--- config.mk ---
export PLATFORM = sky130hd
export DESIGN_NAME = stopwatch_lap_ctrl_flat
export DESIGN_NICKNAME = d
export VERILOG_FILES = /design/src/rtl/stopwatch_pkg.sv /design/src/rtl/stopwatch_lap_ctrl_if.sv /design/src/rtl/stopwatch_lap_ctrl_lap_ram.sv /design/src/rtl/stopwatch_lap_ctrl.sv /design/src/flat_wrapper.sv
export SDC_FILE = /design/constraint.sdc
export NUM_CORES = 1
export LEC_CHECK = 0
export BUFFER_PORTS_ARGS = -buffer_cell sky130_fd_sc_hd__buf_2
export CORE_MARGIN = 2
export CORE_UTILIZATION = 60
export CTS_CLUSTER_SIZE = 20
export DETAILED_ROUTE_END_ITERATION = 8
export PLACE_DENSITY = 0.91
export SLEW_MARGIN = 30
export SYNTH_ARGS = -nofsm -noshare
export SYNTH_HDL_FRONTEND = slang
export SYNTH_HIERARCHICAL = 1
export SYNTH_SLANG_ARGS = --single-unit
export TNS_END_PERCENT = 5
--- constraint.sdc ---
create_clock -name i_clk -period 4.38 [get_ports i_clk]
set_input_delay 0.876 -clock i_clk [delete_from_list [all_inputs] [get_ports i_clk]]
set_output_delay 0.876 -clock i_clk [all_outputs]
set_load 0.02 [all_outputs]
--- src/rtl/stopwatch_pkg.sv ---
// rtl/stopwatch_pkg.sv - shared types and constants for the stopwatch lap controller
package stopwatch_pkg;

    localparam int BCD_W  = 4;
    localparam int LAP_DW = 4 * BCD_W;

    typedef enum logic [1:0] {
        IDLE  = 2'd0,
        RUN   = 2'd1,
        PAUSE = 2'd2
    } state_t;

endpackage

--- src/rtl/stopwatch_lap_ctrl_if.sv ---
// rtl/stopwatch_lap_ctrl_if.sv - command, timer, lap-read and status bundle
interface stopwatch_lap_ctrl_if #(
    parameter int DEPTH = 8,
    parameter int DW    = 16
);
    localparam int AW = $clog2(DEPTH);

    logic          cmd_start;
    logic          cmd_pause;
    logic          cmd_lap;
    logic          cmd_clear;
    logic [DW-1:0] time_bcd;
    logic          run_en;
    logic          timer_clr;
    logic          rd_req;
    logic [AW-1:0] rd_idx;
    logic          rd_ack;
    logic [DW-1:0] rd_data;
    logic [AW:0]   lap_count;
    logic          full;
    logic          ovf;

    modport master (
        output cmd_start, cmd_pause, cmd_lap, cmd_clear, time_bcd, rd_req, rd_idx,
        input  run_en, timer_clr, rd_ack, rd_data, lap_count, full, ovf
    );

    modport slave (
        input  cmd_start, cmd_pause, cmd_lap, cmd_clear, time_bcd, rd_req, rd_idx,
        output run_en, timer_clr, rd_ack, rd_data, lap_count, full, ovf
    );

endinterface

--- src/rtl/stopwatch_lap_ctrl_lap_ram.sv ---
// rtl/stopwatch_lap_ctrl_lap_ram.sv - lap memory, one write port and one registered read port
module lap_ram #(
    parameter int DEPTH = 8,
    parameter int DW    = 16,
    parameter int AW    = $clog2(DEPTH)
) (
    input  logic          i_clk,
    input  logic          i_rst,
    input  logic          i_wr_en,
    input  logic [AW-1:0] i_wr_addr,
    input  logic [DW-1:0] i_wr_data,
    input  logic          i_rd_en,
    input  logic          i_rd_zero,
    input  logic [AW-1:0] i_rd_addr,
    output logic [DW-1:0] o_rd_data
);

    logic [DW-1:0] r_mem [DEPTH];
    logic [DW-1:0] r_rd_data;

    always_ff @(posedge i_clk) begin
        if (i_wr_en) begin
            r_mem[i_wr_addr] <= i_wr_data;
        end
    end

    // Read register only moves on a read, so the last word stays visible between reads.
    always_ff @(posedge i_clk or negedge i_rst) begin
        if (!i_rst) begin
            r_rd_data <= '0;
        end else if (i_rd_en) begin
            r_rd_data <= i_rd_zero ? '0 : r_mem[i_rd_addr];
        end
    end

    assign o_rd_data = r_rd_data;

endmodule

--- src/rtl/stopwatch_lap_ctrl.sv ---
// rtl/stopwatch_lap_ctrl.sv - stopwatch run FSM, lap capture and lap-memory read arbiter
// Build option LAP_WRAP_EN: a lap taken while full overwrites the oldest entry.
module stopwatch_lap_ctrl
    import stopwatch_pkg::*;
#(
    parameter int DEPTH = 8,
    parameter int DW    = LAP_DW
) (
    input  logic                 i_clk,
    input  logic                 i_rst,
    stopwatch_lap_ctrl_if.slave  bus
);

    localparam int          AW       = $clog2(DEPTH);
    localparam logic [AW:0] FULL_CNT = DEPTH[AW:0];

    state_t        r_state;
    logic          r_run_en;
    logic          r_timer_clr;
    logic          r_rd_ack;
    logic          r_ovf;
    logic [AW-1:0] r_wr_ptr;
    logic [AW-1:0] r_rd_ptr;
    logic [AW:0]   r_count;

    logic          w_full;
    logic          w_lap;
    logic          w_wr;
    logic          w_rd_issue;
    logic          w_rd_zero;
    logic [AW-1:0] w_rd_addr;

    assign w_full = (r_count == FULL_CNT);
    assign w_lap  = bus.cmd_lap & ~bus.cmd_clear & ~bus.cmd_pause & ~bus.cmd_start
                  & (r_state == RUN);

`ifdef LAP_WRAP_EN
    assign w_wr = w_lap;
`else
    assign w_wr = w_lap & ~w_full;
`endif

    // Capture owns the memory port this cycle; a read waiting behind it issues next cycle.
    assign w_rd_issue = bus.rd_req & ~r_rd_ack & ~w_wr;
    assign w_rd_addr  = r_rd_ptr + bus.rd_idx;
    assign w_rd_zero  = ({1'b0, bus.rd_idx} >= r_count);

    always_ff @(posedge i_clk or negedge i_rst) begin
        if (!i_rst) begin
            r_state     <= IDLE;
            r_run_en    <= 1'b0;
            r_timer_clr <= 1'b0;
            r_rd_ack    <= 1'b0;
            r_ovf       <= 1'b0;
            r_wr_ptr    <= '0;
            r_rd_ptr    <= '0;
            r_count     <= '0;
        end else begin
            r_timer_clr <= bus.cmd_clear;
            r_rd_ack    <= w_rd_issue;
            if (bus.cmd_clear) begin
                r_state  <= IDLE;
                r_run_en <= 1'b0;
                r_ovf    <= 1'b0;
                r_wr_ptr <= '0;
                r_rd_ptr <= '0;
                r_count  <= '0;
            end else if (bus.cmd_pause) begin
                if (r_state == RUN) begin
                    r_state  <= PAUSE;
                    r_run_en <= 1'b0;
                end
            end else if (bus.cmd_start) begin
                r_state  <= RUN;
                r_run_en <= 1'b1;
            end else if (w_lap) begin
                if (w_full) begin
                    r_ovf <= 1'b1;
                end
                if (w_wr) begin
                    r_wr_ptr <= r_wr_ptr + 1'b1;
                    if (w_full) begin
                        r_rd_ptr <= r_rd_ptr + 1'b1;
                    end else begin
                        r_count <= r_count + 1'b1;
                    end
                end
            end
        end
    end

    lap_ram #(
        .DEPTH (DEPTH),
        .DW    (DW),
        .AW    (AW)
    ) u_lap_ram (
        .i_clk     (i_clk),
        .i_rst     (i_rst),
        .i_wr_en   (w_wr),
        .i_wr_addr (r_wr_ptr),
        .i_wr_data (bus.time_bcd),
        .i_rd_en   (w_rd_issue),
        .i_rd_zero (w_rd_zero),
        .i_rd_addr (w_rd_addr),
        .o_rd_data (bus.rd_data)
    );

    assign bus.run_en    = r_run_en;
    assign bus.timer_clr = r_timer_clr;
    assign bus.rd_ack    = r_rd_ack;
    assign bus.lap_count = r_count;
    assign bus.full      = w_full;
    assign bus.ovf       = r_ovf;

endmodule

--- src/flat_wrapper.sv ---
// flat-port wrapper written by rule: the top's interface ports become plain ports
module stopwatch_lap_ctrl_flat import stopwatch_pkg::*;
#(
    parameter int DEPTH = 8,
    parameter int DW    = LAP_DW
)
  (i_clk, i_rst, bus_cmd_start, bus_cmd_pause, bus_cmd_lap, bus_cmd_clear, bus_time_bcd, bus_rd_req, bus_rd_idx, bus_run_en, bus_timer_clr, bus_rd_ack, bus_rd_data, bus_lap_count, bus_full, bus_ovf);
  stopwatch_lap_ctrl_if #(.DEPTH(DEPTH), .DW(DW)) bus_i ();
  input  logic i_clk;
  input  logic i_rst;
  input wire logic [$bits(bus_i.cmd_start)-1:0] bus_cmd_start;
  input wire logic [$bits(bus_i.cmd_pause)-1:0] bus_cmd_pause;
  input wire logic [$bits(bus_i.cmd_lap)-1:0] bus_cmd_lap;
  input wire logic [$bits(bus_i.cmd_clear)-1:0] bus_cmd_clear;
  input wire logic [$bits(bus_i.time_bcd)-1:0] bus_time_bcd;
  input wire logic [$bits(bus_i.rd_req)-1:0] bus_rd_req;
  input wire logic [$bits(bus_i.rd_idx)-1:0] bus_rd_idx;
  output wire logic [$bits(bus_i.run_en)-1:0] bus_run_en;
  output wire logic [$bits(bus_i.timer_clr)-1:0] bus_timer_clr;
  output wire logic [$bits(bus_i.rd_ack)-1:0] bus_rd_ack;
  output wire logic [$bits(bus_i.rd_data)-1:0] bus_rd_data;
  output wire logic [$bits(bus_i.lap_count)-1:0] bus_lap_count;
  output wire logic [$bits(bus_i.full)-1:0] bus_full;
  output wire logic [$bits(bus_i.ovf)-1:0] bus_ovf;
  assign bus_i.cmd_start = bus_cmd_start;
  assign bus_i.cmd_pause = bus_cmd_pause;
  assign bus_i.cmd_lap = bus_cmd_lap;
  assign bus_i.cmd_clear = bus_cmd_clear;
  assign bus_i.time_bcd = bus_time_bcd;
  assign bus_i.rd_req = bus_rd_req;
  assign bus_i.rd_idx = bus_rd_idx;
  assign bus_run_en = bus_i.run_en;
  assign bus_timer_clr = bus_i.timer_clr;
  assign bus_rd_ack = bus_i.rd_ack;
  assign bus_rd_data = bus_i.rd_data;
  assign bus_lap_count = bus_i.lap_count;
  assign bus_full = bus_i.full;
  assign bus_ovf = bus_i.ovf;
  stopwatch_lap_ctrl #(.DEPTH(DEPTH), .DW(DW)) u_core (.i_clk(i_clk), .i_rst(i_rst), .bus(bus_i));
endmodule
# Word-level counts from Yosys, hierarchy flattened
# Memory sizes are Yosys's and may differ from the RTL's.
# Cells that the tools add are included.
# word_totals
regBits	32
ramBits	128
in_bits	26
out_inout_bits	25
n_memories	1
# memory_table
name	depth	width	rd	rd_ports_with_merged_regs	wr	line_no	text
u_core.u_lap_ram.r_mem	8	16	1	0	1	stopwatch_lap_ctrl_lap_ram.sv:18	logic [DW-1:0] r_mem [DEPTH];
# classes
n_addsub	4
magnitude_cmp	1
n_eq_ne	6
muxes	33
n_bitwise	13
reduce_logical	9
# op_table
op	n
2-to-1 mux 3 bit	11
2-to-1 mux 4 bit	6
2-to-1 mux 16 bit	1
2-to-1 mux 1 bit	11
AND reduction 5 bit	2
2-to-1 mux 2 bit	4
AND reduction 4 bit	2
bitwise AND 1 bit	7
adder 3 x 1 -> 3 bit, second input constant	2
inverter 1 bit	6
nonzero test 2 bit	3
adder 4 x 1 -> 4 bit, second input constant	1
== test 4 bit, second input constant	1
>= comparator 3 x 4 -> 1 bit	1
!= test 2 x 1 -> 1 bit, second input constant	2
adder 3 bit	1
!= test 3 x 1 -> 1 bit, second input constant	1
nonzero test 3 bit	1
== test 2 x 1 -> 1 bit, second input constant	1
!= test 2 bit, second input constant	1
AND reduction 2 bit	1

# Depth between registers and ports, before layout
# Gate-level depths: netlist of the first run.
# depth
depth_word	11
depth_mapped	10

# Cells and area by module
# The synthesis of the first run kept the hierarchy.
# by_module_without_submodules
mod	n_inst	cells_per_inst	area_each_um2	seq_area_each_um2
lap_ram	1	292	5580.4	4244.1
stopwatch_lap_ctrl	1	76	809.5	375.4

# Worst setup path after synthesis of the first run
# No wires, ideal clock.
# synth_path
path_type	in2reg
start	in bus_cmd_start
end	mem u_core.u_lap_ram.r_mem[0][0] (enable)
setup_time_ps	409
t_arrival_ps	2632
required_ps	3971
path_slack_ps	1339
stages	5
cell_sequence	and4bb_4 -> nand3_4 -> inv_2 -> nand2b_1 -> nor3_1
# synth_between
elab_chain_cells	6
# synth_rtl
item	line_no	text
start: declaration	flat_wrapper.sv:11	input wire logic [$bits(bus_i.cmd_start)-1:0] bus_cmd_start;
inverter 1 bit	stopwatch_lap_ctrl.sv:34	assign w_lap = bus.cmd_lap & ~bus.cmd_clear & ~bus.cmd_pause & ~bus.cmd_start
bitwise AND 1 bit	stopwatch_lap_ctrl.sv:34	
bitwise AND 1 bit	stopwatch_lap_ctrl.sv:35	& (r_state == RUN);
bitwise AND 1 bit	stopwatch_lap_ctrl.sv:40	assign w_wr = w_lap & ~w_full;
net u_core.w_wr	stopwatch_lap_ctrl.sv:28	logic w_wr;
2-to-1 mux 1 bit	stopwatch_lap_ctrl_lap_ram.sv:22	if (i_wr_en) begin
2-to-1 mux 1 bit (not written as such)	stopwatch_lap_ctrl_lap_ram.sv:23	r_mem[i_wr_addr] <= i_wr_data;
end: declaration	stopwatch_lap_ctrl_lap_ram.sv:18	
# The timed path passes the listed nets, and every way through them passes these cells.

# Worst setup path after layout of the first run
# layout_path
start	reg u_core.r_count[0], in the netlist u_core/bus.lap_count[0]
end	reg u_core.u_lap_ram.r_rd_data[5], in the netlist u_core/u_lap_ram/o_rd_data[5]
# layout_between
elab_chain_cells	5
# layout_rtl
item	line_no	text
start: declaration	stopwatch_lap_ctrl.sv:24	logic [AW:0] r_count;
start signal: assignment	stopwatch_lap_ctrl.sv:85	r_count <= r_count + 1'b1;
== test 4 bit	stopwatch_lap_ctrl.sv:33	assign w_full = (r_count == FULL_CNT);
inverter 1 bit	stopwatch_lap_ctrl.sv:40	
bitwise AND 1 bit	stopwatch_lap_ctrl.sv:40	
net u_core.w_wr	stopwatch_lap_ctrl.sv:28	
inverter 1 bit	stopwatch_lap_ctrl.sv:44	assign w_rd_issue = bus.rd_req & ~r_rd_ack & ~w_wr;
bitwise AND 1 bit	stopwatch_lap_ctrl.sv:44	
net u_core.w_rd_issue	stopwatch_lap_ctrl.sv:29	logic w_rd_issue;
end signal: assignment	stopwatch_lap_ctrl_lap_ram.sv:32	r_rd_data <= i_rd_zero ? '0 : r_mem[i_rd_addr];
end: declaration	stopwatch_lap_ctrl_lap_ram.sv:19	logic [DW-1:0] r_rd_data;
# The timed path passes the listed nets, and every way through them passes these cells.
# A chain may end at the register's enable or synchronous reset.

==> results_dict.tcl, run 1 <==
set metrics [dict create \
    syn_avg_cell_area_um2 17.4 \
    cts_hold_buf 0 \
    via_per_inst 6.17 \
    synth_top_area_share 0.602 \
    finalSetupViolations 0 \
    worstSetupStartpointType "flip-flop" \
    vias 3600 \
    crit_type "flip-flop to flip-flop" \
    synth-edff-count 128 \
    fin_tns_setup_ns 0 \
    max_stage_delay_ns 0.55 \
    ys_warn_count 6 \
    holdWs_ns 0.426 \
    die_w_um 107 \
    grt_pass1_vias 3725 \
    post-place-cells 551 \
    synth_common_cells "128 x edfxtp_1, 31 x dfrtp_1, 26 x nor2_1" \
    fmax_ghz 0.360 \
    syn2layout_area_growth_pct 16.2 \
    skew_ns 0.00906 \
    globalRouteTotalUtil 0.245 \
    timing_hold_violations_final 0 \
    final.period_utilization 0.634 \
    synthFlopType "edfxtp_1" \
    nNetsFinal 468 \
    ant_nets 0 \
    final_max_slew_viol_count 0 \
    stdcell_count 583 \
    cts_buffers 17 \
    slowest_stage "o32ai_1" \
    syn-cell-area_um2 6390 \
    routed_wl_um 13100 \
    drive_gt1_frac 0.298 \
    overflow 0 \
    die_h_um 107 \
    path_cells "inv_1 -> ha_1 -> nand3b_2 -> nand3_4 -> inv_2 -> nor3b_2 -> buf_4 -> nand2b_1 -> o32ai_1" \
    rsz0062_at_grt "no" \
    clk_pin_slew_ns 0.07 \
    cts.sinks 159 \
    cts_tree "built" \
    antenna_found_initial 0 \
    post_synth_num_cell_types 44 \
    yosys.cell_count.top_type "edfxtp_1" \
    wire_per_inst_um 22.4 \
    dr_wl_met2_um 6560 \
    syn_nets 402 \
    htree_levels 4 \
    clkLatencyLatePin_ns 0.52 \
    min_period_ns 2.78 \
    arrival_ns 3.16 \
    grt_pass1_wl_um 20400 \
    yosys-top-cells-area "edfxtp_1 60%, dfrtp_1 12%, mux4_1 4.5%" \
    dr.pass1.iters 5 \
    critPathCaptureType "flip-flop" \
    synthCells 368 \
    drt-met1-wl_um 5060 \
    fin_util 0.719 \
    finalPower_mw 3.33 \
    top_level_ports 51 \
    r2r_slack_ns 1.60 \
    p_per_area_nw_per_um2 448 \
    rows 37 \
    maxCapViolCount 0 \
    cts.path.max_buffers 2 \
    max_slew.worst_pin.slew_ns 0.855 \
    diodes 0 \
    drc 0 \
    p_leak_nw 2.75 \
    post_cts.repair.setup_buffers 0 \
    cts-root-buf "clkbuf_8" \
    grt_max_degree 33 \
    die-area_um2 11500 \
    critPathMaxFanout 18 \
    gp_congestion 0.724 \
    hold_class "input port to async pin" \
    status "finished clean" \
    synth.yosys.seq_area_share 0.723 \
    relSlewSlack 0.430 \
    wl_met3_um 977 \
    nFillCells 565 \
    drt_iter0_drc 252 \
    start_util 0.619 \
    portBuffers 50 \
    peakVddDrop_mv 0.367 \
    cts_resized 0 \
    core_area_um2 10300 \
    dp_hpwl_um 7240 \
    synth_seq_cells 159 \
    yosysTopAreaCell "edfxtp_1" \
    top_layer_used "met4" \
    async_flop_share 0.195 \
    cp.required_ns 4.77 \
]
[stage by stage]
step / instance area [µm²] / worst slack, ns
2_1_floorplan: 6390 / 1.34
3_3_place_gp: 6830 / 1.40
3_5_place_dp: 6830 / 1.29
4_1_cts: 7420 / 1.61
5_1_grt: 7420 / 1.49
6_report: 7420 / 1.60
[worst max-delay path, delay by kind of cell, from the launching register on]
| family | cells | cell delay (ns) |
|---|---|---|
| simple gates | 4 | 0.97 |
| compound gates | 1 | 0.55 |
| buf+inv | 3 | 0.49 |
| flops | 1 | 0.44 |
| fa+ha+maj | 1 | 0.17 |
[power by group]
part	internal, mW	switching (mW)	total (mW)
Sequential	1.65	0.0123	1.67
Combinational	0.0697	0.119	0.189
Clock	0.885	0.590	1.47
Total	2.61	0.721	3.33
[routing by layer]
layer  GRT usage  up-vias
met1       0.318     1804
met5           0        -
met3      0.0541       43
met4       0.115        0
li1            -     1557
met2       0.397      196
[layout by cell type (no fill, tap or decap), types with 2 or more instances in the layout]
cell type	count
nor2_1	26
bufinv_16	3
a2111oi_0	4
nor3_2	2
o21ai_0	2
xor2_1	3
edfxtp_1	128
a211oi_1	4
xnor2_1	2
buf_4	12
o32ai_1	12
clkinvlp_4	4
nand4_1	2
clkbuf_16	16
o22ai_1	12
clkbuf_8	2
o41ai_1	4
clkinv_4	3
ha_1	6
mux2_2	24
inv_1	22
a21oi_1	3
dfrtp_1	31
mux4_2	5
mux4_1	11
buf_2	50
mux2i_1	2
nand2_1	5
nand2b_1	11
nor2b_1	15
[cell families after synthesis]
group	share of synthesized area
AND/OR/NAND/NOR	0.0601
multiplexers	0.108
flip-flops	0.723
AO/OA/AOI/OAI	0.0519
buffers and inverters	0.0317
XOR/XNOR	0.00823
adder cells (fa/ha/maj)	0.0168
[worst paths after layout]
check                                               start                              to  cells after the start
min in group i_clk         u_core/u_lap_ram/o_rd_data[11]  u_core/u_lap_ram/o_rd_data[11]                      2
setup reg to reg                  u_core/bus.lap_count[0]   u_core/u_lap_ram/o_rd_data[5]                      9
hold / removal                                      i_rst               u_core/r_state[0]                      1
max in group asynchronous                           i_rst  u_core/u_lap_ram/o_rd_data[15]                      1
hold reg to reg            u_core/u_lap_ram/o_rd_data[11]  u_core/u_lap_ram/o_rd_data[11]                      2
setup / recovery                  u_core/bus.lap_count[0]   u_core/u_lap_ram/o_rd_data[5]                      9
[cell type report]
class / count / area [µm²] / share of cell area
clock inverters: 13 / 164 / 0.0221
multi-input cells: 170 / 1590 / 0.215
flip-flops and latches: 159 / 4620 / 0.622
inverters: 23 / 86.3 / 0.0116
repair buffers: 63 / 360 / 0.0485
clock buffers: 19 / 432 / 0.0581
well taps: 136 / 170 / 0.0229
[flip-flops by register name, indices dropped and copies added, names as in the netlist]
| register | count |
|---|---|
| u_core/u_lap_ram/r_mem | 128 |
| u_core/u_lap_ram/o_rd_data | 16 |
| u_core/bus.lap_count | 4 |
| u_core/r_rd_ptr | 3 |
| u_core/r_wr_ptr | 3 |
| u_core/r_state | 2 |
| u_core/bus.ovf | 1 |
| u_core/bus.rd_ack | 1 |
| u_core/bus.timer_clr | 1 |
Power figures use the tool's default switching activity.
==> run 2, diff against run 1 <==
CORE_UTILIZATION = 59   (was 60)
PLACE_DENSITY = 0.9   (was 0.91)
clock period = 2.88 ns   (was 4.38 ns; I/O delays follow)
==> run 2 against run 1 <==
Total power up 49%. Sequential power up 51%. Critical path depth down 1. Final area about the same. Clock skew down 0.0020 ns. Non-clock buffer count up 2. Clock power up 47%. Setup slack worse by 1.5 ns. Routed wire length down 1.6%. Combinational power up 51%. Largest power group unchanged.
==> results_dict.tcl, run 2 (synthesized netlist as in run 1, its figures left out) <==
set metrics [dict create \
    dr.pass1.iters 5 \
    routed_wl_um 12800 \
    via_per_inst 6.06 \
    peakVddDrop_mv 0.495 \
    die_w_um 108 \
    maxCapViolCount 0 \
    grt_max_degree 57 \
    rsz0062_at_grt "yes" \
    final_cell_mix "128 x edfxtp_1, 50 x buf_2, 31 x dfrtp_1" \
    cts_resized 0 \
    syn2layout_area_growth_pct 16.2 \
    portBuffers 50 \
    reg2reg_depth 8 \
    final.period_utilization 0.962 \
    die_h_um 108 \
    finalSetupViolations 0 \
    overflow 0 \
    drt-met1-wl_um 5200 \
    final_common_cell "edfxtp_1" \
    cts-root-buf "clkbuf_8" \
    top_register "u_core/u_lap_ram/r_mem" \
    worstSetupStartpointType "flip-flop" \
    rr_endpoint "u_core/u_lap_ram/o_rd_data[4]" \
    cp.required_ns 3.27 \
    top_layer_used "met4" \
    antenna_found_initial 1 \
    hold_class "input port to async pin" \
    fin_util 0.713 \
    nNetsFinal 470 \
    drive_gt1_frac 0.305 \
    wire_per_inst_um 21.9 \
    wl_met3_um 934 \
    die-area_um2 11700 \
    clkLatencyLatePin_ns 0.53 \
    critPathCaptureType "flip-flop" \
    grt_pass1_wl_um 20000 \
    p_per_area_nw_per_um2 670 \
    cts_buffers 17 \
    r2r_start "u_core/r_rd_ptr[0]" \
    top_level_ports 51 \
    critPathMaxFanout 13 \
    rows 37 \
    status "finished clean" \
    drt_iter0_drc 381 \
    min_period_ns 2.77 \
    cts.sinks 159 \
    fmax_ghz 0.361 \
    r2r_slack_ns 0.11 \
    cts_tree "built" \
    finalPower_mw 4.97 \
    p_leak_nw 2.76 \
    post_cts.repair.setup_buffers 0 \
    dp_hpwl_um 7480 \
    core_area_um2 10400 \
    arrival_ns 3.16 \
    ant_nets 0 \
    crit_type "flip-flop to flip-flop" \
    skew_ns 0.00710 \
    dr_wl_met2_um 6390 \
    largest_reg_flops 128 \
    final_max_slew_viol_count 0 \
    clk_pin_slew_ns 0.07 \
    gp_congestion 0.830 \
    timing_hold_violations_final 0 \
    relSlewSlack 0.484 \
    start_util 0.613 \
    htree_levels 4 \
    globalRouteTotalUtil 0.241 \
    vias 3551 \
    max_slew.worst_pin.slew_ns 0.774 \
    cts_hold_buf 0 \
    grt_pass1_vias 3721 \
    cts.path.max_buffers 2 \
    drc 0 \
]
## run 2: through the flow
step           worst slack [ns]  hold slack [ns]  TNS, ns  std cells  cell area, µm²
4_1_cts                   0.158            0.141        0        585            7420
2_1_floorplan             0.114            0.280        0        368            6390
3_5_place_dp            -0.0418            0.481   -0.175        553            6840
5_1_grt                 -0.0181            0.177  -0.0181        585            7420
6_report                  0.110            0.122        0        586            7420
3_3_place_gp             0.0580            0.483        0        553            6840
## run 2: power breakdown
group / switching [mW] / internal (mW) / total (mW)
clock network: 0.951 / 1.20 / 2.16
registers: 0.0204 / 2.51 / 2.53
logic: 0.179 / 0.107 / 0.286
total: 1.15 / 3.82 / 4.97
## run 2: per-layer routing
layer,track usage,up-vias
met5,0,-
met4,0.105,0
met3,0.0747,33
met2,0.373,171
met1,0.320,1786
li1,-,1561
## run 2: worst max-delay path by stage
stage                                        from                             end  slack [ns]  cells after the start
after CTS                      u_core/r_rd_ptr[0]  u_core/u_lap_ram/o_rd_data[11]        0.16                      8
after floorplan           u_core/bus.lap_count[0]    u_core/u_lap_ram/r_mem[0][0]        0.11                      7
after global routing           u_core/r_rd_ptr[0]   u_core/u_lap_ram/o_rd_data[6]       -0.02                      8
final                          u_core/r_rd_ptr[0]   u_core/u_lap_ram/o_rd_data[4]        0.11                      8
after detailed placement            bus_rd_idx[0]   u_core/u_lap_ram/o_rd_data[7]       -0.04                      9
after global placement              bus_rd_idx[0]   u_core/u_lap_ram/o_rd_data[1]        0.06                      9
## run 2: critical path, cell delays in order (launching register included)
cell      delay (ns)
dfrtp_1         0.35
ha_2            0.17
inv_1           0.05
fa_1            0.38
xor2_1          0.18
xnor2_2         0.54
nand2b_1        0.51
o22ai_1         0.32
o32ai_1         0.13
## run 2: final cells by class
| cell class | count | area, µm² |
|---|---|---|
| diodes | 1 | 2.50 |
| clock buffers | 18 | 428 |
| clock inverters | 14 | 148 |
| fillers | 620 | 2990 |
| inverters | 23 | 86.3 |
| multi-input cells | 170 | 1590 |
| flip-flops and latches | 159 | 4620 |
| well taps | 136 | 170 |
| repair buffers | 65 | 375 |
